## src/rtl/led_fader_multi.sv

```systemverilog
// Multi-channel LED fader: per-channel level/step/direction, updated once per tick,
// with a free-running PWM comparator driving one LED bit per channel.
module led_fader_multi #(
    parameter int CLK_FREQ = 100000000,
    parameter int TICK_HZ  = 100,
    parameter int CH       = 3,
    parameter int PWM_W    = 8,
    localparam int CH_W    = (CH > 1) ? $clog2(CH) : 1
) (
    input  logic             CLK,
    input  logic             RST,
    input  logic [1:0]       MODE,
    input  logic             CFG_VALID,
    output logic             CFG_READY,
    input  logic [CH_W-1:0]  CFG_CH,
    input  logic [PWM_W-1:0] CFG_LEVEL,
    input  logic [PWM_W-1:0] CFG_STEP,
    output logic             TICK,
    output logic [CH-1:0]    LEDS
);

    localparam int TICK_PERIOD = CLK_FREQ / TICK_HZ;
    localparam int TCNT_W      = $clog2(TICK_PERIOD);
    localparam logic [TCNT_W-1:0] TCNT_LAST = TCNT_W'(TICK_PERIOD - 1);
    localparam logic [PWM_W-1:0]  LVL_MAX   = {PWM_W{1'b1}};

    typedef enum logic [1:0] {
        MODE_SWEEP = 2'b00,
        MODE_TRI   = 2'b01,
        MODE_HOLD  = 2'b10,
        MODE_OFF   = 2'b11
    } mode_e;

    // Channels start evenly spread across the level range.
    function automatic logic [PWM_W-1:0] reset_level(input int idx);
        int scaled;
        scaled = (idx * (32'sd1 <<< PWM_W)) / CH;
        return PWM_W'(scaled);
    endfunction

    function automatic logic [PWM_W-1:0] reset_step(input int idx);
        return PWM_W'(32'd1 << (idx % PWM_W));
    endfunction

    logic [TCNT_W-1:0] tick_cnt_r;
    logic [TCNT_W-1:0] tick_cnt_nxt_s;
    logic              tick_r;
    logic [PWM_W-1:0]  pwm_cnt_r;
    logic [CH-1:0]     leds_r;
    logic [CH-1:0]     leds_nxt_s;
    logic [PWM_W-1:0]  level_r     [CH];
    logic [PWM_W-1:0]  step_r      [CH];
    logic [CH-1:0]     dir_r;
    logic [PWM_W-1:0]  level_nxt_s [CH];
    logic [CH-1:0]     dir_nxt_s;
    logic [PWM_W:0]    sum_s       [CH];
    logic              cfg_accept_s;

    assign CFG_READY    = !RST && !tick_r;
    assign cfg_accept_s = CFG_VALID && CFG_READY;
    assign TICK         = tick_r;
    assign LEDS         = leds_r;

    // Tick counter next value; TICK is registered so it lines up with the counter's last value.
    always_comb begin
        tick_cnt_nxt_s = tick_cnt_r + TCNT_W'(1);
        if (tick_cnt_r == TCNT_LAST) begin
            tick_cnt_nxt_s = '0;
        end else begin
            tick_cnt_nxt_s = tick_cnt_r + TCNT_W'(1);
        end
    end

    // Per-channel level/direction update for the current mode, plus PWM compare.
    always_comb begin
        for (int i = 0; i < CH; i++) begin
            level_nxt_s[i] = level_r[i];
            dir_nxt_s[i]   = dir_r[i];
            sum_s[i]       = {1'b0, level_r[i]} + {1'b0, step_r[i]};
            leds_nxt_s[i]  = 1'b0;

            case (mode_e'(MODE))
                MODE_SWEEP: begin
                    level_nxt_s[i] = sum_s[i][PWM_W-1:0];
                end
                MODE_TRI: begin
                    if (dir_r[i]) begin
                        if (sum_s[i] >= {1'b0, LVL_MAX}) begin
                            level_nxt_s[i] = LVL_MAX;
                            dir_nxt_s[i]   = 1'b0;
                        end else begin
                            level_nxt_s[i] = sum_s[i][PWM_W-1:0];
                        end
                    end else begin
                        if (level_r[i] <= step_r[i]) begin
                            level_nxt_s[i] = '0;
                            dir_nxt_s[i]   = 1'b1;
                        end else begin
                            level_nxt_s[i] = level_r[i] - step_r[i];
                        end
                    end
                end
                default: begin
                    level_nxt_s[i] = level_r[i];
                    dir_nxt_s[i]   = dir_r[i];
                end
            endcase

            if (mode_e'(MODE) == MODE_OFF) begin
                leds_nxt_s[i] = 1'b0;
            end else begin
                leds_nxt_s[i] = (level_r[i] > pwm_cnt_r);
            end
        end
    end

    // Counters, outputs and channel state; config writes cannot collide with a tick.
    always_ff @(posedge CLK) begin
        if (RST) begin
            tick_cnt_r <= '0;
            tick_r     <= 1'b0;
            pwm_cnt_r  <= '0;
            leds_r     <= '0;
            dir_r      <= '1;
            for (int i = 0; i < CH; i++) begin
                level_r[i] <= reset_level(i);
                step_r[i]  <= reset_step(i);
            end
        end else begin
            tick_cnt_r <= tick_cnt_nxt_s;
            tick_r     <= (tick_cnt_nxt_s == TCNT_LAST);
            pwm_cnt_r  <= pwm_cnt_r + PWM_W'(1);
            leds_r     <= leds_nxt_s;
            for (int i = 0; i < CH; i++) begin
                if (tick_r) begin
                    level_r[i] <= level_nxt_s[i];
                    dir_r[i]   <= dir_nxt_s[i];
                end else if (cfg_accept_s && (32'(CFG_CH) == i)) begin
                    level_r[i] <= CFG_LEVEL;
                    step_r[i]  <= CFG_STEP;
                    dir_r[i]   <= 1'b1;
                end else begin
                    level_r[i] <= level_r[i];
                    dir_r[i]   <= dir_r[i];
                end
            end
        end
    end

endmodule

```

## config.mk

```make
export PLATFORM = sky130hd
export DESIGN_NAME = led_fader_multi
export DESIGN_NICKNAME = d
export VERILOG_FILES = /design/src/rtl/led_fader_multi.sv
export SDC_FILE = /design/constraint.sdc
export NUM_CORES = 1
export LEC_CHECK = 0
export CORE_ASPECT_RATIO = 1.1
export CORE_MARGIN = 2
export CORE_UTILIZATION = 40
export CTS_CLUSTER_DIAMETER = 30
export DETAILED_ROUTE_END_ITERATION = 8
export DONT_BUFFER_PORTS = 1
export PLACE_DENSITY = 0.58
export SYNTH_ARGS = -nofsm -noshare
export SYNTH_HDL_FRONTEND = slang
export SYNTH_SLANG_ARGS = --single-unit
```

## constraint.sdc

```tcl
create_clock -name CLK -period 2.6 [get_ports CLK]
set_input_delay 0.52 -clock CLK [delete_from_list [all_inputs] [get_ports CLK]]
set_output_delay 0.52 -clock CLK [all_outputs]
set_load 0.05 [all_outputs]
```

==> summary.md <==
| Metric | Value |
|---|---|
| Status | complete, but fails checks |
| Failing checks | negative setup slack |
| Cell variety after synth | 77 |
| Final setup fails | 23 |
| Measured slew at the worst slew-check pin | 589 ps |
| Clock sinks | 83 |
| Warnings, synthesis | 0 |
| Slew Viols, Final | 0 |
| Min Tclk post-route | 2990 ps |
| GRT Total Usage | about a quarter |
| First-pass GRT wire length | 32,300 um |
| Delay-heaviest family, CP | compound AO/OA/AOI/OAI gates |
| Final worst slack | -386 ps |
| Register area | ~0.0021 sq mm |
| CP peak stage delay | 500 ps |
| Post-route ant nets | 0 |
| Final Hold Fails | 0 |
| 1st-iter DRT viols | 524 |
| Synth Register Bits | 83 |
| Final hold slack | 246 ps |
| LEAKAGE | roughly 3.6 nW |
| Min-Delay Path Class | primary input to register |
| H-tree levels | 3 |
| Largest net degree at the start of global routing | 40 |
| Clock Path Buffers | 2 |
| Async set-reset flop share out of synthesis | 0% |
| Routability cong. | 0.887 |
| Commonest non-fill, non-tap cell in the layout | buf_4 |
| Peak supply drop | ~0.00037 V |
| Synthesized instance count | 759 |
| PD cells | 615 mW/mm^2 |
| Arrival @ worst endpoint | ~3200 ps |
| RSZ-0062 raised after global routing | true |
| Inserted Diodes | 0 |
| Clk pin slew, worst setup/hold paths | 60 ps |
| Period utilization | 115% |
| Netlist Area Pre-Place | 0.00668 sq mm |
| Worst path slowest cell | or4_4 |
| Number of fill cells in the layout | 1,442 |
| Fmax | 0.335 GHz |
| Layout cells sized above 1 | 28.5% |
| HPWL after detailed placement | 16,100 um |
| Multi-input logic area | 0.00459 sq mm |
| Req. time, crit path | 2770 ps |
| Setup crit start kind | register |
| Core area | around 0.016 sq mm |
| Starting Density | 40.8% |
| Total iterations of the first detailed-routing run | 5 |
| Port Buffers | 0 |
| Full die area | 0.0177 sq mm |
| Mapped Nets | about 860 |
| Layout area overhead | 30.8% |
| Max_cap viols | 0 |
| Vias per inst | approximately 5.8 |
| # IOs | 28 |
| Initial antenna violation count | 0 |
| Critical Path Sink Type | register |
| Vias post-DR | 6,395 |
| Clock Latency Late Sink | 340 ps |
| Number of CTS-inserted buffers | 9 |
| Commonest non-fill, non-tap cells in the layout | buf_4, nor2_1, ha_1, inv_1, edfxtp_1 |
| DR DRC count | 0 |
| Worst clock skew | just under 10 ps |
| CTS tree | built |
| Routed WL per cell | 18.9 um |
| Final WL | 20,900 um |
| Max-slew headroom | 60.8% |
| Final nets | 1,003 |
| CP bufs+invs | 0 |
| Placement Rows | 49 |
| Crit path cell chain | ha_2 -> fa_2 -> nor2b_4 -> o31a_1 -> xnor2_1 -> or4_4 -> o31ai_4 -> nand3_2 -> a311oi_2 |
| Die height | 139 um |
| GR Overflow Total | 0 |
| Vias in the first global route | 6,165 |
| CP Class | register to register |
| Post-synth EDFFs | 48 |
| Syn avg cell area | 8.79 sq um |
| Root Buffer | clkbuf_16 |
| Post-synthesis sequential area ratio | 32.1% |
| Pre-CTS WS | -404 ps |
| Top_reg_cell synth | edfxtp_1 |
| CP max FO | 3 |
| Die width | roughly 130 um |
==> final timing paths <==
| kind | slack, ps | to | startpoint | cells past startpoint |
|---|---|---|---|---|
| worst max-delay path | -390 | level_r[1][1] | level_r[1][0] | 9 |
| worst min-delay path | 250 | tick_cnt_r[11] | RST | 1 |
| worst max register to register | -390 | level_r[1][1] | level_r[1][0] | 9 |
| worst min register to register | 490 | tick_cnt_r[0] | tick_cnt_r[0] | 1 |
==> metrics by stage <==
stage	cell area, sq um	utilization [%]	std cells	TNS (ps)	power, mW
detailed placement	7860	48.0	1070	-5650	3.66
global placement	7860	48.0	1070	-4320	3.64
floorplan	6720	-	759	-1050	2.80
finish	8730	53.3	1109	-4910	5.37
global route	8730	53.3	1109	-7160	5.65
CTS	8520	52.0	1100	-3170	5.22
==> state kept, by name, indices dropped and copies added (netlist names) <==
name,cells
dir_r,3
step_r,24
LEDS,3
pwm_cnt_r,8
level_r,24
TICK,1
tick_cnt_r,20
==> layer usage <==
layer	global-route usage (%)	vias to the layer above	wire length, um
met5	0	-	0
met4	9.31	0	786
met3	2.73	54	1020
met2	39.7	215	10200
met1	30.0	3100	8930
li1	-	3026	-
==> cells in the mapped netlist, types with 7 or more instances <==
cell	instances	share of area [%]
nor2_1	89	5.0
nand2_1	40	2.2
inv_1	56	3.1
a31oi_1	7	0.66
nor2b_1	16	1.5
a21oi_1	49	3.7
o21ai_0	30	2.2
nand2b_1	25	2.3
a21o_1	13	1.5
dfxtp_1	35	10
clkbuf_1	19	1.1
nand4_1	12	1.1
xnor2_1	28	3.7
ha_1	74	14
nor3_1	19	1.4
xor2_1	19	2.5
a211oi_1	8	0.90
edfxtp_1	48	22
and3_1	8	0.75
a311oi_1	8	1.0
nand3_1	24	1.8
and2_1	9	0.84
==> cell families after synthesis <==
| group | share of synthesized area [%] |
|---|---|
| adder cells (fa/ha/maj) | 15.7 |
| flip-flops | 32.1 |
| AO/OA/AOI/OAI | 19.3 |
| buffers and inverters | 4.95 |
| AND/OR/NAND/NOR | 21.9 |
| XOR/XNOR | 6.17 |
==> where the power goes <==
group	internal, mW	switching, mW
Combinational	1.22	1.20
Sequential	1.51	0.105
Clock	0.773	0.561
Total	3.50	1.87
==> worst reg2reg max path, cell delays in order, from the launching register on <==
cell,delay [ps]
edfxtp_1,400
ha_2,220
fa_2,360
nor2b_4,140
o31a_1,270
xnor2_1,150
or4_4,500
o31ai_4,330
nand3_2,160
a311oi_2,280
==> final cells by class <==
class / count / share of cell area, %
timing repair buffer: 158 / 13.9
clock inverter: 5 / 0.473
clock buffer: 11 / 3.15
tap: 204 / 2.92
sequential: 83 / 24.5
inverter: 56 / 2.44
multi-input combinational: 592 / 52.6
==> repair_timing <==
item | CTS | global route
buffers inserted | 14 | 12
setup endpoints to repair | 27 | 27
cloned | 0 | 0
pin swaps | 40 | 29
endpoints found under the hold margin | 0 | 0
resized for setup | 59 | 34
hold buffers | 0 | 0
Note: power is estimated with default switching activity, not from simulation.
